==> config.mk <==
export PLATFORM = sky130hd
export DESIGN_NAME = servo_pwm_bank
export DESIGN_NICKNAME = d
export VERILOG_FILES = /design/src/rtl/servo_pkg.sv /design/src/rtl/servo_pwm_channel.sv /design/src/rtl/servo_pwm_bank.sv
export SDC_FILE = /design/constraint.sdc
export NUM_CORES = 1
export LEC_CHECK = 0
export ABC_AREA = 1
export BUFFER_PORTS_ARGS = -buffer_cell sky130_fd_sc_hd__buf_2
export CAP_MARGIN = 20
export CORE_ASPECT_RATIO = 1.2
export CORE_UTILIZATION = 41
export CTS_BUF_LIST = sky130_fd_sc_hd__clkbuf_8
export CTS_CLUSTER_DIAMETER = 60
export DETAILED_ROUTE_END_ITERATION = 6
export SLEW_MARGIN = 20
export SYNTH_ARGS = -nofsm -noshare
export SYNTH_HDL_FRONTEND = slang
export SYNTH_SLANG_ARGS = --single-unit
export TNS_END_PERCENT = 50
==> constraint.sdc <==
create_clock -name clock -period 3 [get_ports clock]
set_input_delay 0.6 -clock clock [delete_from_list [all_inputs] [get_ports clock]]
set_output_delay 0.6 -clock clock [all_outputs]
set_load 0.01 [all_outputs]
==> src/rtl/servo_pkg.sv <==
// Shared timing defaults, command record and width clamp for the servo PWM bank.
package servo_pkg;

    localparam int unsigned DEF_PERIOD_CYC = 2000000;
    localparam int unsigned DEF_MIN_CYC    = 70000;
    localparam int unsigned DEF_MAX_W      = 200000;
    localparam int unsigned DEF_INIT_W     = 100000;
    localparam int unsigned DEF_STEP_W     = 48000;

    // Sized for the largest bank (16 channels) and any width up to 32 bits.
    typedef struct packed {
        logic [3:0]  ch;
        logic [31:0] width;
    } servo_cmd_t;

    function automatic logic [31:0] clamp_w(input logic [31:0] w, input logic [31:0] max_w);
        return (w > max_w) ? max_w : w;
    endfunction

endpackage

==> src/rtl/servo_pwm_channel.sv <==
// One servo channel: target/active widths, frame-boundary update (optionally slew limited via
// SERVO_SLEW_EN), registered pulse compare and busy flag; both outputs lag their inputs by 1 cycle.
module servo_pwm_channel
    import servo_pkg::*;
#(
    parameter int unsigned MIN_CYC = DEF_MIN_CYC,
    parameter int unsigned MAX_W   = DEF_MAX_W,
    parameter int unsigned INIT_W  = DEF_INIT_W,
    parameter int unsigned STEP_W  = DEF_STEP_W,
    parameter int          CNT_W   = 21,
    parameter int          W_W     = 18
) (
    input  logic             clock,
    input  logic             reset_n,
    input  logic [CNT_W-1:0] frame_cnt,
    input  logic             frame_tick,
    input  logic             load,
    input  logic [W_W-1:0]   load_width,
    output logic             pwm,
    output logic             busy
);

`ifdef SERVO_SLEW_EN
    localparam bit SLEW_ON = 1'b1;
`else
    localparam bit SLEW_ON = 1'b0;
`endif
    // Without slew the limit is MAX_W: every legal move then completes in one frame.
    localparam int unsigned STEP_LIM = SLEW_ON ? STEP_W : MAX_W;

    logic [W_W-1:0] target;
    logic [W_W-1:0] active;
    logic [W_W-1:0] next_w;
    logic [W_W:0]   diff;

    always_comb begin
        next_w = target;
        diff   = '0;
        if (target >= active) begin
            diff = {1'b0, target} - {1'b0, active};
            if (32'(diff) > STEP_LIM)
                next_w = active + W_W'(STEP_LIM);
        end else begin
            diff = {1'b0, active} - {1'b0, target};
            if (32'(diff) > STEP_LIM)
                next_w = active - W_W'(STEP_LIM);
        end
    end

    always_ff @(posedge clock or negedge reset_n) begin
        if (!reset_n) begin
            target <= W_W'(INIT_W);
            active <= W_W'(INIT_W);
            pwm    <= 1'b0;
            busy   <= 1'b0;
        end else begin
            if (load)
                target <= load_width;
            if (frame_tick)
                active <= next_w;
            pwm  <= (32'(frame_cnt) < (MIN_CYC + 32'(active)));
            busy <= (active != target);
        end
    end

endmodule

==> src/rtl/servo_pwm_bank.sv <==
// N-channel servo PWM bank with shared frame counter; outputs registered, 1-cycle latency.
// Commands accepted every cycle once out of reset (cmd_ready never drops); optional SERVO_SLEW_EN.
module servo_pwm_bank
    import servo_pkg::*;
#(
    parameter int unsigned N_CH       = 4,
    parameter int unsigned PERIOD_CYC = DEF_PERIOD_CYC,
    parameter int unsigned MIN_CYC    = DEF_MIN_CYC,
    parameter int unsigned MAX_W      = DEF_MAX_W,
    parameter int unsigned INIT_W     = DEF_INIT_W,
    parameter int unsigned STEP_W     = DEF_STEP_W,
    localparam int         CH_W       = (N_CH > 1) ? $clog2(N_CH) : 1,
    localparam int         W_W        = $clog2(MAX_W + 1)
) (
    input  logic            clock,
    input  logic            reset_n,
    input  logic            cmd_valid,
    output logic            cmd_ready,
    input  logic [CH_W-1:0] cmd_ch,
    input  logic [W_W-1:0]  cmd_width,
    output logic            cmd_err,
    output logic [N_CH-1:0] pwm_out,
    output logic [N_CH-1:0] busy,
    output logic            frame_tick
);

    localparam int CNT_W = (PERIOD_CYC > 1) ? $clog2(PERIOD_CYC) : 1;

    logic [CNT_W-1:0] frame_cnt;
    servo_cmd_t       cmd;
    logic             accept;
    logic             ch_ok;
    logic [W_W-1:0]   load_width;

    assign frame_tick = (frame_cnt == CNT_W'(PERIOD_CYC - 1));

    always_ff @(posedge clock or negedge reset_n) begin
        if (!reset_n)
            frame_cnt <= '0;
        else if (frame_tick)
            frame_cnt <= '0;
        else
            frame_cnt <= frame_cnt + 1'b1;
    end

    always_comb begin
        cmd.ch    = 4'(cmd_ch);
        cmd.width = 32'(cmd_width);
    end

    assign accept     = cmd_valid && cmd_ready;
    assign ch_ok      = ({28'd0, cmd.ch} < N_CH);
    assign load_width = W_W'(clamp_w(cmd.width, MAX_W));

    always_ff @(posedge clock or negedge reset_n) begin
        if (!reset_n) begin
            cmd_ready <= 1'b0;
            cmd_err   <= 1'b0;
        end else begin
            cmd_ready <= 1'b1;
            cmd_err   <= accept && !ch_ok;
        end
    end

    for (genvar g = 0; g < N_CH; g++) begin : g_ch
        servo_pwm_channel #(
            .MIN_CYC (MIN_CYC),
            .MAX_W   (MAX_W),
            .INIT_W  (INIT_W),
            .STEP_W  (STEP_W),
            .CNT_W   (CNT_W),
            .W_W     (W_W)
        ) u_ch (
            .clock      (clock),
            .reset_n    (reset_n),
            .frame_cnt  (frame_cnt),
            .frame_tick (frame_tick),
            .load       (accept && ch_ok && (cmd.ch == 4'(g))),
            .load_width (load_width),
            .pwm        (pwm_out[g]),
            .busy       (busy[g])
        );
    end

endmodule
=== After elaboration in Yosys (flattened, before gate mapping) ===
Cells that the tools add are included.

* Register bits after elaboration: 175
* Bits of input ports: 23
* Output and inout bits: 11
* Word-level logic and storage cells: 89

* $add $sub $neg: 21
* $lt $le $gt $ge: 18
* Equality and inequality tests: 8
* Mux-type cells: 14
* Reduce and logical (&&, ||, !) cells: 9

{| class="wikitable"
|+ Operator list
! kind !! count
|-
| $mux W18 || 13
|-
| $gt A19 B18 Y1 const B || 8
|-
| $sub A18 B18 Y19 || 8
|-
| $lt A21 B32 Y1 || 4
|-
| $add A17 B18 Y19 const A || 4
|-
| $add A18 B18 Y18 const B || 4
|-
| $ge A18 B18 Y1 || 4
|-
| $ne A18 B18 Y1 || 4
|-
| $sub A18 B18 Y18 const B || 4
|-
| $add A21 B1 Y21 const B || 1
|-
| $eq A21 B21 Y1 const B || 1
|-
| $mux W21 || 1
|-
| $gt A18 B18 Y1 const B || 1
|-
| $logic_and A1 B1 Y1 || 7
|-
| $eq A2 B2 Y1 const B || 2
|-
| $logic_not A4 Y1 || 1
|-
| $lt A2 B3 Y1 const B || 1
|-
| $eq A2 B1 Y1 const B || 1
|-
| $logic_not A1 Y1 || 1
|}

=== Logic depth before layout (Yosys ltp) ===
* Depth after elaboration: 4
* Depth in mapped cells: 24
* Mapped depth without buffers: 24

=== Hierarchy ===
From an unflattened synthesis, not the netlist that was laid out.

* Cell total of the unflattened synthesis: 3876
* Area total of the unflattened synthesis: 23406.2 µm²

{| class="wikitable"
|+ Modules (own cells, without submodules)
! module !! instances !! cells an instance !! area each (µm²) !! seq. area each (µm²)
|-
| servo_pwm_channel (g_ch[2].u_ch) || 1 || 930 || 5514.0 || 965.9
|-
| servo_pwm_channel (g_ch[3].u_ch) || 1 || 902 || 5497.8 || 965.9
|-
| servo_pwm_channel (g_ch[0].u_ch) || 1 || 916 || 5485.3 || 965.9
|-
| servo_pwm_channel (g_ch[1].u_ch) || 1 || 894 || 5337.6 || 965.9
|-
| servo_pwm_bank || 1 || 234 || 1571.5 || 550.5
|}

=== Least setup slack after synthesis ===
OpenSTA, ideal clock, no wires.

* Kind: register to register
* From: register g_ch[0].u_ch.active[12]
* To: register g_ch[0].u_ch.active[1]
* Setup time: 0.120 ns
* Arrival time: 2.735 ns
* Data required time: 2.880 ns
* Setup slack: 0.145 ns
* Stages on the path, launching flop included: 20
* Path buffers: 2
* Period minus slack after synthesis: 2.855 ns
* Cells stage by stage: dfrtp_1 clkbuf_1 clkinv_1 ha_1 nand2_2 inv_1 nand3_1 nor3_1 nand2_1 nand2_1 nand2_1 nand2_1 nand3_1 nor2_2 nand3_2 nand3_2 nand3_4 buf_12 nand2_2 o21ai_2

* Longest elaborated chain between the ends: 4
* Elaborated cells on any way between the ends: 8
* Those cells by class: add/sub (2); order compare (3); mux (3)

{| class="wikitable"
|+ RTL lines
! what !! RTL line !! text
|-
| start, declared || servo_pwm_channel.sv:32 || <nowiki>logic [W_W-1:0] active;</nowiki>
|-
| start signal, assigned || servo_pwm_channel.sv:53 || <nowiki>active <= W_W'(INIT_W);</nowiki>
|-
| start signal, assigned || servo_pwm_channel.sv:60 || <nowiki>active <= next_w;</nowiki>
|-
| $sub A18 B18 Y19, on equally long branches || servo_pwm_channel.sv:44, servo_pwm_channel.sv:40 ||
|-
| $gt A19 B18 Y1, on equally long branches || servo_pwm_channel.sv:45, servo_pwm_channel.sv:41 ||
|-
| $mux W18, on equally long branches || servo_pwm_channel.sv:45, servo_pwm_channel.sv:41 ||
|-
| $mux W18 (*) || servo_pwm_channel.sv:39 || <nowiki>if (target >= active) begin</nowiki>
|}

Mark *: on every way between the ends. The rest lies on a longest branch, timed or not.
A chain may end at the register's enable or synchronous reset.

=== Final worst setup path ===
* From: register frame_cnt[0]
* To: output port frame_tick

* Longest elaborated chain between the ends: 1

{| class="wikitable"
|+ RTL lines
! what !! RTL line !! text
|-
| start, declared || servo_pwm_bank.sv:29 || <nowiki>logic [CNT_W-1:0] frame_cnt;</nowiki>
|-
| start signal, assigned || servo_pwm_bank.sv:43 || <nowiki>frame_cnt <= frame_cnt + 1'b1;</nowiki>
|-
| $eq A21 B21 Y1 || servo_pwm_bank.sv:35 || <nowiki>assign frame_tick = (frame_cnt == CNT_W'(PERIOD_CYC - 1));</nowiki>
|-
| end, declared || servo_pwm_bank.sv:24 || <nowiki>output logic frame_tick</nowiki>
|}

Every way passes these cells.

==> impl_metrics.tcl <==
set metrics [dict create \
    p_seq_frac 0.243 \
    path_class "flip-flop to output pin" \
    grt_pass1_wl_mm 120 \
    synth_enable_flop_cells 0 \
    required_ns 2.40 \
    area.growth.synth_to_final_pct 22.1 \
    antenna_found_initial 1 \
    status "completed" \
    ys_ff_latch 174 \
    hold_buffers 0 \
    synth_xor_area_frac 0.0521 \
    die_area_sq_mm 0.0559 \
    crit_top_cell "nand3_1" \
    avgViaCountPerCell 5.16 \
    synthAdderAreaFrac 0.133 \
    p_int_w 0.00597 \
    crit_fanout 4 \
    synth_top_family_by_area "simple AND/OR/NAND/NOR gates" \
    crit_chain "ha_1 -> nand3_1 -> nor3_1 -> buf_4 -> nand3_1 -> clkinv_1 -> buf_2" \
    r2r-start "g_ch[3].u_ch.active[0]" \
    fin_crit_sh 0.960 \
    yosysMostFrequentCell "nand2_1" \
    row_count 93 \
    gp_congestion 0.972 \
    syn_avg_cell_area_sq_um 6.06 \
    slew_headroom 0.489 \
    synthDistinctLibCells 56 \
    comb_power_share 0.604 \
    synth_ff_type "dfrtp_1" \
    synth_top_area_cell "nand2_1" \
    critical-path-max-stage-delay_ns 0.47 \
    tns_ns 0 \
    cp.buffers_inverters 3 \
    overflow 0 \
    critPathLaunchType "flip-flop" \
    maxCapViolCount 0 \
    cts-root-buf "clkbuf_8" \
    place.port_buffers 32 \
    grt_pass1_vias 22600 \
    r2r-end "g_ch[3].u_ch.active[17]" \
    synth_async_sr_flop_share 1.00 \
    final_max_slew_viol_count 0 \
    p_switching_w 0.00579 \
    nets 4229 \
    io_pins 34 \
    clk_path_buf_depth 2 \
    synthSimpleGateAreaFrac 0.412 \
    cp_top_family "buffers and inverters" \
    synth-compound-area-share 0.0891 \
    setup_slack_ns 0.120 \
    min_period_ns 2.88 \
    cpMaxStageDelayCell "dfrtp_2" \
    drt_iter0_drc 1600 \
    wire_per_inst_microns 16.5 \
    insertion_delay_ns 0.52 \
    ir_worst_vdd_mv 0.265 \
    reg2reg_depth 16 \
    hold_class "input port to async pin" \
    rsz0062_at_grt "yes" \
    postRouteAntennaNets 0 \
    crit_arrival_ns 2.28 \
    synth_seq_area_share 0.196 \
    hold_viol 0 \
    drt-total-wl_mm 77.3 \
    synth_mux_area_frac 0 \
    fill_cells 5674 \
    synthCells 3721 \
    drive_gt1_frac 0.202 \
    die_w_microns 216 \
    worst_slew_pin_slew_ns 0.767 \
    synth_top_area_share 0.217 \
    initial_core_util 0.417 \
    die-height_microns 259 \
    max_freq_mhz 347 \
    cts_tree "yes" \
    netlist_top_cells_area "nand2_1 (22%), dfrtp_1 (14%), ha_1 (13%), nand3_1 (9.3%), inv_1 (9.1%)" \
    setup_viol_count_final 0 \
    yosys_warnings 0 \
    clock_sinks 174 \
    swShare 0.493 \
    h-tree-depth 4 \
    r2r_setup_slack_ns 0.12 \
    power_frac_clock 0.154 \
    p_leak_nw 14.6 \
    synth_fp_nets 3981 \
    dp_hpwl_mm 60.7 \
    skew_ns 0.0276 \
    path_clk_slew_ns 0.11 \
    post-place-ws_ns -0.0667 \
    coreArea_sq_mm 0.0540 \
    grt_use_total 0.270 \
    power_density_mw_per_mm2 427 \
    yosys-top-cells-count "nand2_1 (1300), inv_1 (544), nand3_1 (419)" \
    remaining_drc_errors 0 \
    drtPass1Iterations 6 \
    endpoint_kind "output pin" \
    synthesis.area_sq_mm 0.0225 \
    cts_buffers 17 \
    via_count 24200 \
    grt_max_degree 59 \
]
-- power groups by stage --
| stage | combinational (W) | sequential [W] | clock (W) |
|---|---|---|---|
| floorplan | 0.00431 | 0.00274 | 0 |
| global placement | 0.00610 | 0.00283 | 0 |
| detailed placement | 0.00611 | 0.00283 | 0 |
| CTS | 0.00616 | 0.00279 | 0.00186 |
| global route | 0.00793 | 0.00288 | 0.00193 |
| finish | 0.00710 | 0.00286 | 0.00181 |
-- per-stage QoR --
step	power [W]	cells	cell area [sq um]	util	hold WS (ns)
5_1_grt	0.0127	4695	27500	0.510	0.0594
4_1_cts	0.0108	4653	25600	0.474	0.0355
6_report	0.0118	4695	27500	0.510	0.0423
3_5_place_dp	0.00894	4621	25100	0.464	0.480
2_1_floorplan	0.00705	3721	22500	-	0.304
3_3_place_gp	0.00893	4621	25100	0.464	0.475
-- area by class of cell --
cell class / instances / area (sq um) / area share
tap: 712 / 891 / 0.0324
clock buffer: 17 / 234 / 0.00850
sequential: 174 / 4420 / 0.161
timing repair buffer: 329 / 2610 / 0.0950
antenna: 1 / 2.50 / 0.0000910
inverter: 562 / 2120 / 0.0771
multi-input combinational: 2885 / 17100 / 0.620
clock inverter: 15 / 173 / 0.00628
-- worst max-delay path by stage --
stage | start | end | cells past startpoint
2_1_floorplan | g_ch[0].u_ch.active[12] | g_ch[0].u_ch.active[1] | 19
3_3_place_gp | g_ch[2].u_ch.active[5] | g_ch[2].u_ch.active[0] | 17
3_5_place_dp | g_ch[2].u_ch.active[5] | g_ch[2].u_ch.active[0] | 17
4_1_cts | g_ch[3].u_ch.active[0] | g_ch[3].u_ch.active[17] | 22
5_1_grt | g_ch[3].u_ch.active[8] | g_ch[3].u_ch.active[11] | 19
6_report | frame_cnt[0] | frame_tick | 7
-- cells by family (layout without fill, tap and decap cells) --
logic type                 count (synthesis)  count (layout)
buffers and inverters                    664             923
DFF                                      174             174
and+or+nand+nor                         2141            2143
other                                      2               3
AOI/OAI and AO/OA                        369             369
adders and majority gates                237             237
xor gates and xnor gates                 134             134
-- metal layers --
| layer | GRT usage | share of wire | vias to the layer above |
|---|---|---|---|
| met5 | 0 | 0 | - |
| met4 | 0.111 | 0.038 | 0 |
| met3 | 0.0219 | 0.044 | 132 |
| met2 | 0.460 | 0.47 | 665 |
| met1 | 0.352 | 0.44 | 11100 |
| li1 | - | - | 12300 |
-- registers in the layout, summed over array words and instances, names as in the netlist --
register and cells:
g_ch.u_ch.target 72, g_ch.u_ch.active 72, cmd_ready 1, frame_cnt 21, g_ch.u_ch.pwm 4, g_ch.u_ch.busy 4
-- cells in the final DEF (no fill, tap or decap), types with 13 or more instances in the layout --
cell      Yosys  layout
nand2_1    1300    1242
nor2_2       17      43
ha_2          0      13
nor3_1       34      30
buf_2        38      33
a21oi_2       4      29
nor2_4        9      26
nor2_1      206     163
nand4_1      53      53
ha_4          0      44
a21oi_1     184     156
dfstp_2      48      48
ha_1        233     176
dfrtp_1     126     119
o21ai_0     123     120
nand3_1     419     382
nand3_4       2      19
nand2_4       3      25
inv_2         8      26
inv_1       544     524
clkbuf_8      0      18
buf_4        18     272
nand2_2      38      73
nand3_2      22      43
xor2_1      128     127
-- what timing repair did --
item,CTS,global route
cloned,0,9
pin swaps,1,100
buffers inserted,0,32
gates resized for setup,17,369
setup endpoints to repair,41,75
Note: power is estimated with default switching activity, not from simulation.
